**src/rtl/fifo_uart_tx.sv**
```systemverilog
// fifo_uart_tx: pops bytes from an upstream FIFO and sends them as UART frames.
// Frame is start, D0..D7 (LSB first), optional even parity, stop; tx idles high.
// Ports:
//   clk, rst              clock, async active-high reset
//   fifo_empty, fifo_dout FIFO status and registered read data
//   fifo_rd_en            one-cycle registered read strobe
//   tx                    registered serial line
//   busy                  high whenever not idle
//   tx_done               one-cycle pulse after each stop bit
//   bytes_sent            completed frame count, wraps at 2^16
module fifo_uart_tx #(
    parameter int CLKS_PER_BIT = 16,
    parameter bit PARITY_EN    = 1'b0
) (
    input  logic        clk,
    input  logic        rst,
    input  logic        fifo_empty,
    input  logic [7:0]  fifo_dout,
    output logic        fifo_rd_en,
    output logic        tx,
    output logic        busy,
    output logic        tx_done,
    output logic [15:0] bytes_sent
);

    localparam int CW = $clog2(CLKS_PER_BIT);
    localparam logic [CW-1:0] BAUD_LAST = CW'(CLKS_PER_BIT - 1);

    typedef enum logic [2:0] {
        IDLE,
        FETCH,
        LOAD,
        START,
        DATA,
        PARITY,
        STOP
    } state_t;

    state_t        state;
    logic [CW-1:0] baud_cnt;
    logic [2:0]    bit_idx;
    logic [7:0]    shift_reg;
    logic          parity_bit;
    logic          bit_end;

    assign bit_end = (baud_cnt == BAUD_LAST);

    // tx is loaded one edge ahead of each bit so the line changes exactly
    // on bit boundaries; the shifter therefore feeds shift_reg[1] forward.
    always_ff @(posedge clk or posedge rst) begin
        if (rst) begin
            state      <= IDLE;
            baud_cnt   <= '0;
            bit_idx    <= '0;
            shift_reg  <= '0;
            parity_bit <= 1'b0;
            fifo_rd_en <= 1'b0;
            tx         <= 1'b1;
            busy       <= 1'b0;
            tx_done    <= 1'b0;
            bytes_sent <= '0;
        end else begin
            fifo_rd_en <= 1'b0;
            tx_done    <= 1'b0;
            unique case (state)
                IDLE: begin
                    tx       <= 1'b1;
                    baud_cnt <= '0;
                    if (!fifo_empty) begin
                        state      <= FETCH;
                        fifo_rd_en <= 1'b1;
                        busy       <= 1'b1;
                    end
                end
                FETCH: begin
                    state <= LOAD;
                end
                LOAD: begin
                    shift_reg  <= fifo_dout;
                    parity_bit <= ^fifo_dout;
                    bit_idx    <= '0;
                    baud_cnt   <= '0;
                    tx         <= 1'b0;
                    state      <= START;
                end
                START: begin
                    if (bit_end) begin
                        baud_cnt <= '0;
                        tx       <= shift_reg[0];
                        state    <= DATA;
                    end else begin
                        baud_cnt <= baud_cnt + 1'b1;
                    end
                end
                DATA: begin
                    if (bit_end) begin
                        baud_cnt <= '0;
                        if (bit_idx == 3'd7) begin
                            if (PARITY_EN) begin
                                tx    <= parity_bit;
                                state <= PARITY;
                            end else begin
                                tx    <= 1'b1;
                                state <= STOP;
                            end
                        end else begin
                            bit_idx   <= bit_idx + 1'b1;
                            shift_reg <= {1'b0, shift_reg[7:1]};
                            tx        <= shift_reg[1];
                        end
                    end else begin
                        baud_cnt <= baud_cnt + 1'b1;
                    end
                end
                PARITY: begin
                    if (bit_end) begin
                        baud_cnt <= '0;
                        tx       <= 1'b1;
                        state    <= STOP;
                    end else begin
                        baud_cnt <= baud_cnt + 1'b1;
                    end
                end
                STOP: begin
                    if (bit_end) begin
                        baud_cnt   <= '0;
                        busy       <= 1'b0;
                        tx_done    <= 1'b1;
                        bytes_sent <= bytes_sent + 16'd1;
                        state      <= IDLE;
                    end else begin
                        baud_cnt <= baud_cnt + 1'b1;
                    end
                end
                default: begin
                    state <= IDLE;
                end
            endcase
        end
    end

endmodule

```
**config.mk**
```make
export PLATFORM = sky130hd
export DESIGN_NAME = fifo_uart_tx
export DESIGN_NICKNAME = d
export VERILOG_FILES = /design/src/rtl/fifo_uart_tx.sv
export SDC_FILE = /design/constraint.sdc
export NUM_CORES = 1
export LEC_CHECK = 0
export ABC_AREA = 1
export CAP_MARGIN = 20
export CORE_MARGIN = 2
export CORE_UTILIZATION = 45
export DETAILED_ROUTE_END_ITERATION = 7
export DONT_BUFFER_PORTS = 1
export GPL_ROUTABILITY_DRIVEN = 0
export GPL_TIMING_DRIVEN = 0
export PLACE_DENSITY_LB_ADDON = 0.12
export SYNTH_ARGS = -nofsm -noshare
export SYNTH_HDL_FRONTEND = slang
export SYNTH_SLANG_ARGS = --single-unit
```
**constraint.sdc**
```tcl
create_clock -name clk -period 2 [get_ports clk]
set_clock_uncertainty 0.15 [all_clocks]
set_input_delay 0.1 -clock clk [delete_from_list [all_inputs] [get_ports clk]]
set_output_delay 0.1 -clock clk [all_outputs]
set_load 0.01 [all_outputs]
```
---- Word level (Yosys, flattened, before mapping) ----
Cells that the tools add are included.
word-level totals
  flip-flop bits (word level) ............. 38
  input port bits ......................... 11
  output and inout bits ................... 20
  logic and storage cells ................. 66
operators by class
  $add $sub $neg .......................... 3
  equal/unequal tests ..................... 15
  mux-type cells .......................... 27
  reduce and logical (&&, ||, !) cells .... 12
operators by type and width
  operator               number
  $mux 3                 8
  $pmux 3 s7             1
  $add 16x1->16 const B  1
  $mux 8                 2
  $pmux 8 s2             1
  $ne 2x2->1 const B     7
  $eq 3x3->1 const B     4
  $mux 1                 10
  $pmux 4 s2             1
  $eq 3x2->1 const B     2
  $pmux 3 s2             1
  $reduce_and 3->1       2
  $reduce_and 6->1       1
  $reduce_bool 2->1      3
  $pmux 1 s5             1
  $reduce_bool 5->1      1
  $add 4x1->4 const B    1
  $eq 4x4->1 const B     1
  $mux 4                 1
  $reduce_and 4->1       1
  $reduce_or 4->1        1
  $add 3x1->3 const B    1
  $eq 3x1->1 const B     1
  $logic_not 3->1        1
  3 further kinds        3

---- Logic depth before layout (Yosys ltp) ----
Gate-level depths: netlist of run 1.
  word-level depth ........................ 4
  depth in mapped cells ................... 10
  mapped depth without buffers ............ 9

---- Least setup slack after synthesis of run 1 ----
OpenSTA, ideal clock, no wires.
  kind .................................... register -> register
  start ................................... register bit_idx[0]
  end ..................................... register shift_reg[0]
  setup time .............................. 0.074 ns
  arrival time ............................ 1.319 ns
  setup slack ............................. 0.457 ns
  cell stages (with the launch flop) ...... 11
  buffers on the path ..................... 1
  path through ............................ dfrtp_1 > ha_1 > ha_1 > inv_1 > nand2_4 > nand2_4 > nand2_4 > inv_4 > buf_12 > nand2_2 > o21ai_2
on the way
  cells in the longest elaborated chain, start to end .. 3
RTL lines
  what                        RTL line  RTL
  from (decl)                 41        logic [2:0] bit_idx;
  from (signal assigned)      107       bit_idx <= bit_idx + 1'b1;
  $eq 3x3->1                  98        if (bit_idx == 3'd7) begin
  $ne 2x2->1 (no line)        --
  $reduce_and 3->1 (no line)  --
  to (signal assigned)        79        shift_reg <= fifo_dout;
  to (signal assigned)        108       shift_reg <= {1'b0, shift_reg[7:1]};
  to (decl)                   42        logic [7:0] shift_reg;
No other way between the ends.
A chain may end at the register's enable or synchronous reset.

---- Worst setup path after layout of run 1 ----
  start ................................... register baud_cnt[0]
  end ..................................... register bytes_sent[11]
on the way
  cells in the longest elaborated chain, start to end .. 2
RTL lines
  what                        RTL line  RTL
  from (decl)                 40        logic [CW-1:0] baud_cnt;
  from (signal assigned)      92        baud_cnt <= baud_cnt + 1'b1;
  from (signal assigned)      112       baud_cnt <= baud_cnt + 1'b1;
  from (signal assigned)      121       baud_cnt <= baud_cnt + 1'b1;
  $eq 4x4->1                  46        assign bit_end = (baud_cnt == BAUD_LAST);
  $reduce_and 2->1 (no line)  --
  to (signal assigned)        129       bytes_sent <= bytes_sent + 16'd1;
  to (decl)                   23        output logic [15:0] bytes_sent
No other way between the ends.

==> summary.md, run 1 <==
| Metric | Value |
|---|---|
| IO buf count | `0` |
| Pwr Total | `2.51 mW` |
| Final Cycle Share | `88.5%` |
| Die height | `71.3 um` |
| Initial antenna violation count | `0` |
| Commonest non-fill, non-tap cell in the layout | `nand2_1` |
| First-pass GRT wire length | `6.76 mm` |
| Area contributors post-synth | `dfrtp_1 (45%), nand2_1 (13%), inv_1 (5.3%)` |
| Diodes inserted | `0` |
| Syn_nets | `262` |
| Yosys warnings | `0` |
| Clk slew on worst S/H paths | `0.07 ns` |
| Routed WL per cell | `12.4 um` |
| Placed wire-length estimate | `2.81 mm` |
| Status | `complete, no violations` |
| P&R area growth vs syn | `11.8%` |
| Cell taking the most area after synthesis | `dfrtp_1` |
| Worst setup path class | `reg -> reg` |
| Fill cell count | `413` |
| Post-Syn Area | `0.00204 mm^2` |
| Final min period | `1.77 ns` |
| Setup TNS | `0 ns` |
| Pwr Density | `1100 mW/mm^2` |
| DR iter-0 viols | `96` |
| Vias in the first global route | `1,485` |
| Max-slew violations | `0` |
| # IOs | `31` |
| Die Span X | `71.3 um` |
| Post-synthesis register bit count | `38` |
| CTS tree | `built` |
| Worst hold-check path type | `in -> async` |
| Total clock sinks | `38` |
| CTS H-Tree Depth | `2` |
| Achievable Freq | `0.565 GHz` |
| Worst r2r src | `baud_cnt[0]$_DFFE_PP0P_` |
| Top cell type's share of synthesized area | `45.4%` |
| DRT antenna net count | `0` |
| Worst reg-to-reg path cell count | `7` |
| Largest register FFs | `16` |
| Peak VDD IR | `747 uV` |
| Worst-Margin Slew | `0.769 ns` |
| Root buf cell | `clkbuf_8` |
| Synth Area per Inst | `8.26 um^2` |
| Crit. End Element | `flip-flop` |
| Unique masters post-synth | `30` |
| Reg-to-reg slack, setup | `0.23 ns` |
| Core area | `0.00435 mm^2` |
| Final Hold Fails | `0` |
| Worst r2r dst | `bytes_sent[11]$_DFFE_PP0P_` |
| Max-Cap Viols | `0` |
| Global route total overflow | `0` |
| WL final | `3.90 mm` |
| Leakage power | `1.12 nW` |
| Slew margin rel. | `48.6%` |
| Pre-Repair DR Iteration Count | `4` |
| Routed vias/inst | `4.93` |
| TritonCTS buffer count | `5` |
| Vias | `1,557` |
| Row count | `24` |
| Initial core utilization | `46.8%` |
| Sequential fraction of the synthesis area | `46.7%` |
| Critical Path RT | `2.01 ns` |
| Max FO, Critical Path | `4` |
| Post-CTS setup buffer count | `0` |
| Gr usage total | `16.7%` |
| Final Setup Violations | `0` |
| Critical Path Start Type | `flip-flop` |
| DRC | `0` |
| Commonest non-fill, non-tap cells in the layout | `nand2_1 (73), dfrtp_1 (37), inv_1 (28), nor2_1 (20)` |
| Clock Latency Late Sink | `0.28 ns` |
| Layout cells sized above 1 | `13.6%` |
| CTS max path bufs | `2` |
| Largest net degree at the start of global routing | `39` |
| Layout Nets | `279` |
| Crit path DAT | `1.78 ns` |
| Die Area | `0.00509 mm^2` |
| Mapped Cells | `247` |
| Unrepaired setup endpoints after global routing | `false` |
## cells in the mapped netlist
cell,count
nand2_1,73
dfrtp_1,37
inv_1,29
nor2_1,20
nand3_1,13
o21ai_0,13
o21ai_2,8
nand4_1,6
xnor2_1,6
xor2_1,5
a21oi_1,4
ha_1,4
nand2_4,4
nand2_2,3
nor2_2,3
buf_4,2
inv_2,2
nand3_2,2
o21bai_1,2
a22o_1,1
buf_12,1
buf_2,1
dfstp_2,1
inv_4,1
nand3b_1,1
nor2_4,1
nor3_1,1
nor3_2,1
o21ai_1,1
or2_1,1
## worst max path at each step
stage	depth (start not counted)	slack (ns)	to	from
after detailed placement	7	0.23	bytes_sent[11]$_DFFE_PP0P_	baud_cnt[0]$_DFFE_PP0P_
after global routing	8	0.06	bytes_sent[15]$_DFFE_PP0P_	baud_cnt[0]$_DFFE_PP0P_
after global placement	7	0.25	bytes_sent[11]$_DFFE_PP0P_	baud_cnt[0]$_DFFE_PP0P_
after floorplan	10	0.46	shift_reg[0]$_DFFE_PP0P_	bit_idx[0]$_DFFE_PP0P_
final	7	0.23	bytes_sent[11]$_DFFE_PP0P_	baud_cnt[0]$_DFFE_PP0P_
after CTS	7	0.21	bytes_sent[11]$_DFFE_PP0P_	baud_cnt[0]$_DFFE_PP0P_
## layout make-up
class	instances	area [um^2]	area share [%]
well taps	52	65.1	2.85
inverters	32	123	5.38
clock buffers	7	76.3	3.35
flip-flops and latches	38	952	41.7
repair buffers	10	100	4.39
plain buffers	4	40.0	1.76
multi-input cells	173	925	40.5
## metal layers
layer / GRT usage (%) / wire (um) / up-vias
li1: - / - / 815
met1: 21.8 / 1830 / 708
met2: 26.9 / 1870 / 27
met3: 4.50 / 154 / 7
met4: 5.66 / 51 / 0
met5: 0 / 0 / -
## worst max-delay path, stage by stage, from the launching register on
cell,delay (ns)
dfrtp_1,0.39
ha_1,0.21
nand2_1,0.08
nor2_1,0.19
nand2_1,0.18
nor2_2,0.23
nand2_1,0.09
xnor2_1,0.13
## metrics by stage
step	utilization [%]	hold WS, ns	area (um^2)	cells	worst slack [ns]
final	52.4	0.265	2280	316	0.230
after global routing	52.4	0.345	2280	316	0.0627
after CTS	52.4	0.296	2280	316	0.210
after detailed placement	48.3	0.0237	2100	299	0.227
after global placement	48.3	0.109	2100	299	0.247
after floorplan	-	0.106	2040	247	0.457
## logic make-up (layout without fill, tap and decap cells)
kind of cell	Yosys count	in the layout	synth area share, %
compound gates	29	29	9.02
xor+xnor	11	11	4.72
fa+ha+maj	4	4	2.45
buf+inv	36	53	7.98
flops	38	38	46.7
simple gates	129	129	29.1
## power breakdown
part           internal (mW)  switching (mW)  leakage, nW  total (mW)
Sequential             0.931           0.110        0.502        1.04
Clock                  0.240           0.244       0.0383       0.484
Combinational          0.373           0.615        0.577       0.988
Total                   1.54           0.969         1.12        2.51
## what timing repair did
item | CTS | global route
hold buffers | 10 | 0
hold endpoints to repair | 49 | 0
gates resized for setup | 0 | 0
(Power assumes the default switching activity.)
==> inputs of run 2 (changes only) <==
- ABC_AREA: 1 -> default
- HOLD_SLACK_MARGIN: default -> 0.02
- clock period: 2 -> 1.8 ns (I/O delays scaled with it)
==> summary.md, run 2 <==
| Metric | Value |
|---|---|
| Final min period | `2.04 ns (+0.266 ns)` |
| Commonest non-fill, non-tap cell in the layout | `dfrtp_1` |
| Post-synthesis register bit count | `38 (unchanged)` |
| Max-Cap Viols | `0 (unchanged)` |
| CTS tree | `built` |
| Root buf cell | `clkbuf_8` |
| Unique masters post-synth | `41 (+37%)` |
| DRT antenna net count | `0 (unchanged)` |
| Sequential fraction of the synthesis area | `49.4% (+2.8 points)` |
| Leakage power | `1.11 nW (-0.38%)` |
| Clock Latency Late Sink | `0.30 ns (+0.02 ns)` |
| Routed WL per cell | `17.4 um (+41%)` |
| Worst r2r src | `bit_idx[0]$_DFFE_PP0P_` |
| Die height | `69.4 um (-2.7%)` |
| Global route total overflow | `0 (unchanged)` |
| Crit. End Element | `flip-flop` |
| Diodes inserted | `0 (unchanged)` |
| Final Cycle Share | `113% (+25 points)` |
| DRC | `0 (unchanged)` |
| Syn_nets | `189 (-28%)` |
| Utilization after layout | `61.9% (+9.6 points)` |
| Layout cells sized above 1 | `35.1% (+21 points)` |
| Final Setup Violations | `10 (+10)` |
| Worst r2r dst | `shift_reg[0]$_DFFE_PP0P_` |
| # IOs | `31 (unchanged)` |
| Worst reg-to-reg path cell count | `6 (-1)` |
| Post-synth EDFFs | `0 (unchanged)` |
| Mapped Cells | `174 (-30%)` |
| Synth Area per Inst | `11.1 um^2 (+34%)` |
| Pwr Total | `1.54 mW (-39%)` |
| Yosys warnings | `0 (unchanged)` |
| Unrepaired setup endpoints after global routing | `true` |
| Final WS setup | `-0.236 ns (-0.466 ns)` |
| Footprint of the multi-input gates | `0.00106 mm^2 (+15%)` |
| First-pass GRT wire length | `7.18 mm (+6.1%)` |
| DR iter-0 viols | `61 (-36%)` |
| Status | `finished with violations` |
| Area contributors post-synth | `dfrtp_1 (48%), mux2_2 (9.4%), xnor2_1 (5.5%)` |
| Vias in the first global route | `1,518 (+2.2%)` |
| Commonest non-fill, non-tap cells in the layout | `dfrtp_1 (31), buf_4 (17), xnor2_1 (12), nand2_1 (10), dlygate4sd3_1 (10)` |
| Worst-Margin Slew | `0.796 ns (+0.0266 ns)` |
| Max-slew violations | `0 (unchanged)` |
| Slew margin rel. | `46.9% (-1.8 points)` |
| Top cell type's share of synthesized area | `48.1% (+2.7 points)` |
| Core area | `0.00406 mm^2 (-6.8%)` |
| Most common cell in the netlist | `dfrtp_1` |
| Reg-to-reg slack, setup | `-0.24 ns (-0.47 ns)` |
| Top FF cell, synth | `dfrtp_1` |
| Largest net degree at the start of global routing | `39 (unchanged)` |
| TritonCTS buffer count | `5 (unchanged)` |
| Critical Path RT | `1.83 ns (-0.18 ns)` |
| Commonest cells in the netlist | `dfrtp_1 (37), mux2_2 (16), xnor2_1 (12)` |
| Gr usage total | `18.6% (+2.0 points)` |
| Row count | `23 (-4.2%)` |
| Cell taking the most area after synthesis | `dfrtp_1` |
| Worst setup path class | `reg -> reg` |
| Peak VDD IR | `518 uV (-31%)` |
| Final Hold Fails | `0 (unchanged)` |
| Total clock sinks | `38 (unchanged)` |
| Setup TNS | `-2.13 ns (-2.13 ns)` |
| Placed wire-length estimate | `2.85 mm (+1.5%)` |
| Violated checks | `negative setup slack` |
| Achievable Freq | `0.491 GHz (-13%)` |
| P&R area growth vs syn | `30.5%` |
| CTS H-Tree Depth | `2 (unchanged)` |
| Layout Nets | `225 (-19%)` |
| Post-synth ARST share | `100% (unchanged)` |
| CTS max path bufs | `2 (unchanged)` |
| Initial antenna violation count | `0 (unchanged)` |
| Die Span X | `69.4 um (-2.7%)` |
| Pre-Repair DR Iteration Count | `4 (unchanged)` |
| Largest register FFs | `16 (unchanged)` |
| Clk slew on worst S/H paths | `0.08 ns (about the same)` |
| Worst hold-check path type | `in -> async` |
| WL final | `4.53 mm (+16%)` |
| Max FO, Critical Path | `4 (unchanged)` |
| Fill cell count | `321 (-22%)` |
| Die Area | `0.00482 mm^2 (-5.3%)` |
| Pre-CTS setup slack | `-0.420 ns (-0.647 ns)` |
| Crit path DAT | `2.07 ns (+0.29 ns)` |
| IO buf count | `0 (unchanged)` |
| Dpl cells | `224 (-25%)` |
| Initial core utilization | `47.5% (+0.62 points)` |
| Cell Count, Final, Fillers Out | `261 (-17%)` |
| Post-Syn Area | `0.00193 mm^2 (-5.6%)` |
| Routed vias/inst | `5.86 (+19%)` |
| Vias | `1,529 (-1.8%)` |
| Pwr Density | `615 mW/mm^2 (-44%)` |
| Reg area | `960 um^2 (+0.79%)` |
| Critical Path Start Type | `flip-flop` |
-- run 2: changes by cell type after synthesis, sizes merged, moves of 4 or more --
cell	before	now
o21ai	22	9
mux2	0	16
inv	32	5
and3	0	4
nand2	80	10
nand3	15	9
nor2	24	7
xnor2	6	12
mux2i	0	5
-- run 2: logic make-up after synthesis --
logic type / after synthesis / share of synthesized area (%)
and+or+nand+nor: 54 / 15.9
AOI/OAI and AO/OA: 30 / 10.8
xor gates and xnor gates: 15 / 6.82
muxes: 21 / 12.0
DFF: 38 / 49.4
buffers and inverters: 12 / 2.53
adders and majority gates: 4 / 2.60
-- run 2: routing by layer --
metal | part of all wire [%] | global-route usage (%) | up-vias
li1 | - | - | 707
met4 | 1.5 | 7.63 | 0
met1 | 42 | 21.6 | 774
met3 | 3.8 | 4.51 | 9
met5 | 0 | 0 | -
met2 | 53 | 32.8 | 39
-- run 2: per-stage QoR --
stage          hold slack, ns  cell area, um^2
3_5_place_dp           0.0207             2020
2_1_floorplan          0.0222             1950
5_1_grt                 0.320             2510
4_1_cts                 0.286             2330
6_report                0.253             2510
3_3_place_gp           0.0570             2020
-- run 2: how the worst max path moves through the flow --
stage / depth (start not counted) / from / slack (ns) / endpoint
floorplan: 5 / baud_cnt[1]$_DFFE_PP0P_ / -0.21 / bit_idx[0]$_DFFE_PP0P_
global placement: 5 / baud_cnt[1]$_DFFE_PP0P_ / -0.36 / shift_reg[6]$_DFFE_PP0P_
detailed placement: 5 / baud_cnt[1]$_DFFE_PP0P_ / -0.42 / bit_idx[0]$_DFFE_PP0P_
CTS: 6 / baud_cnt[0]$_DFFE_PP0P_ / -0.26 / shift_reg[4]$_DFFE_PP0P_
global route: 7 / bit_idx[0]$_DFFE_PP0P_ / -0.29 / bit_idx[2]$_DFFE_PP0P_
finish: 6 / bit_idx[0]$_DFFE_PP0P_ / -0.24 / shift_reg[0]$_DFFE_PP0P_
-- run 2: what timing repair did --
item | in CTS | in global routing
endpoints found under the hold margin | 48 | 0
setup buffers | 6 | 12
hold buffers | 10 | 0
pin swaps | 2 | 14
endpoints found under the setup margin | 25 | 30
cloned | 0 | 1
gates resized for setup | 12 | 25
-- run 2: worst max-delay path, stage by stage, from the launching register on --
cell	delay, ns
dfrtp_1	0.39
ha_2	0.20
ha_4	0.15
or3_4	0.37
a21oi_4	0.20
clkbuf_16	0.18
mux2_4	0.29
-- run 2: area by class of cell --
class / instances / share of cell area [%]
flip-flops and latches: 38 / 38.2
inverters: 5 / 0.747
clock buffers: 6 / 3.29
repair buffers: 29 / 10.9
multi-input cells: 124 / 42.2
plain buffers: 7 / 1.79
well taps: 50 / 2.49
clock inverters: 2 / 0.498
-- run 2: power by group --
group          switching (mW)  internal [mW]
clock network           0.313          0.308
logic                  0.0250         0.0289
registers             0.00743          0.863
==> inputs of run 3 (changes only) <==
- SKIP_CTS_REPAIR_TIMING: default -> 1
==> summary.md, run 3 (synthesis gave the netlist of run 2 again) <==
| Metric | Value |
|---|---|
| Status | `finished with violations` |
| Violated checks | `negative setup slack` |
| CTS H-Tree Depth | `2 (unchanged)` |
| Commonest non-fill, non-tap cell in the layout | `dfrtp_1` |
| Worst setup path class | `reg -> reg` |
| Final min period | `2.05 ns (+0.0182 ns)` |
| Crit path launch | `bit_idx[0]$_DFFE_PP0P_` |
| Utilization after layout | `57.8% (-4.2 points)` |
| Final Hold Fails | `0 (unchanged)` |
| Core area | `0.00406 mm^2 (unchanged)` |
| Max-Cap Viols | `0 (unchanged)` |
| Die height | `69.4 um (unchanged)` |
| Max FO, Critical Path | `10 (+6)` |
| Fill cell count | `352 (+9.7%)` |
| Gr usage total | `18.0% (-0.59 points)` |
| Diodes inserted | `0 (unchanged)` |
| Worst r2r dst | `shift_reg[4]$_DFFE_PP0P_` |
| First-pass GRT wire length | `6.98 mm (-2.8%)` |
| Unrepaired setup endpoints after global routing | `true` |
| Crit. End Element | `flip-flop` |
| Worst reg-to-reg path cell count | `6 (unchanged)` |
| Layout cells sized above 1 | `29.5% (-5.6 points)` |
| Reg-to-reg slack, setup | `-0.25 ns (-0.02 ns)` |
| Worst r2r src | `bit_idx[0]$_DFFE_PP0P_` |
| Die Span X | `69.4 um (unchanged)` |
| Critical Path RT | `1.83 ns (about the same)` |
| Clk slew on worst S/H paths | `0.08 ns (about the same)` |
| Largest net degree at the start of global routing | `39 (unchanged)` |
| Max-slew violations | `0 (unchanged)` |
| Die Area | `0.00482 mm^2 (unchanged)` |
| Leakage power | `1.00 nW (-10%)` |
| TritonCTS buffer count | `5 (unchanged)` |
| Footprint of the multi-input gates | `998 um^2 (-5.8%)` |
| Pre-Repair DR Iteration Count | `4 (unchanged)` |
| Worst hold-check path type | `in -> async` |
| Vias | `1,474 (-3.6%)` |
| P&R area growth vs syn | `21.7%` |
| Dpl cells | `224 (unchanged)` |
| CTS tree | `built` |
| Layout Nets | `214 (-4.9%)` |
| Achievable Freq | `0.487 GHz (-0.89%)` |
| CTS max path bufs | `2 (unchanged)` |
| Pwr Density | `654 mW/mm^2 (+6.3%)` |
| DRT antenna net count | `0 (unchanged)` |
| Critical Path Start Type | `flip-flop` |
| Placed wire-length estimate | `2.85 mm (unchanged)` |
| Final Cycle Share | `114% (+1.0 points)` |
| Initial antenna violation count | `0 (unchanged)` |
| Peak VDD IR | `518 uV (about the same)` |
| Cell Count, Final, Fillers Out | `250 (-4.2%)` |
| Slew margin rel. | `47.4% (+0.59 points)` |
| Final Setup Violations | `14 (+4)` |
| Global route total overflow | `0 (unchanged)` |
| Clock Latency Late Sink | `0.29 ns (about the same)` |
| Routed WL per cell | `16.6 um (-4.4%)` |
| Reg area | `962 um^2 (+0.26%)` |
| # IOs | `31 (unchanged)` |
| DR iter-0 viols | `56 (-8.2%)` |
| Commonest non-fill, non-tap cells in the layout | `dfrtp_1 (29), mux2_2 (14), xnor2_1 (12), nand2_1 (10), dlygate4sd3_1 (10)` |
| Root buf cell | `clkbuf_8` |
| Row count | `23 (unchanged)` |
| Routed vias/inst | `5.90 (+0.64%)` |
| Crit path DAT | `2.08 ns (about the same)` |
| Vias in the first global route | `1,434 (-5.5%)` |
| Final WS setup | `-0.254 ns (-0.0182 ns)` |
| Largest register FFs | `16 (unchanged)` |
| DRC | `0 (unchanged)` |
| Pre-CTS setup slack | `-0.420 ns (unchanged)` |
| WL final | `4.15 mm (-8.5%)` |
| Total clock sinks | `38 (unchanged)` |
| Worst-Margin Slew | `0.787 ns (-0.00885 ns)` |
| Initial core utilization | `47.5% (unchanged)` |
| IO buf count | `0 (unchanged)` |
## run 3: worst max-delay path, cell delays in order (launching register included)
cell	delay (ns)
dfrtp_1	0.40
ha_2	0.19
ha_4	0.16
or3_4	0.39
a21oi_4	0.17
buf_12	0.14
mux2_2	0.33
## run 3: area by class of cell
type,instances,area share [%]
Tap cell,50,2.67
Inverter,5,0.801
Multi-Input combinational cell,124,42.6
Clock buffer,6,3.52
Sequential cell,38,41.1
Clock inverter,2,0.534
Buffer,7,1.44
Timing Repair Buffer,18,7.37
## run 3: worst max-delay path by stage
stage / to / slack, ns / depth (start not counted)
floorplan: bit_idx[0]$_DFFE_PP0P_ / -0.21 / 5
global placement: shift_reg[6]$_DFFE_PP0P_ / -0.36 / 5
detailed placement: bit_idx[0]$_DFFE_PP0P_ / -0.42 / 5
CTS: shift_reg[4]$_DFFE_PP0P_ / -0.43 / 5
global route: shift_reg[6]$_DFFE_PP0P_ / -0.32 / 6
finish: shift_reg[4]$_DFFE_PP0P_ / -0.25 / 6
## run 3: power by group
part	internal (mW)	switching (mW)
Combinational	0.0258	0.0240
Clock	0.308	0.304
Sequential	0.863	0.00688
Total	1.20	0.335
## run 3: metal layers
metal	wire length, um	vias up	track usage (%)
li1	-	686	-
met1	1710	738	21.4
met2	2200	43	31.1
met3	193	7	4.94
met4	52	0	6.75
met5	0	-	0
## run 3: metrics by stage
stage	hold slack [ns]	power, mW	area (um^2)	setup TNS [ns]
final	0.253	1.53	2340	-2.33
after global routing	0.319	1.59	2340	-4.36
after CTS	-0.294	1.53	2110	-6.42
after detailed placement	0.0207	0.921	2020	-5.94
after global placement	0.0570	0.918	2020	-4.74
after floorplan	0.0222	0.911	1950	-1.69
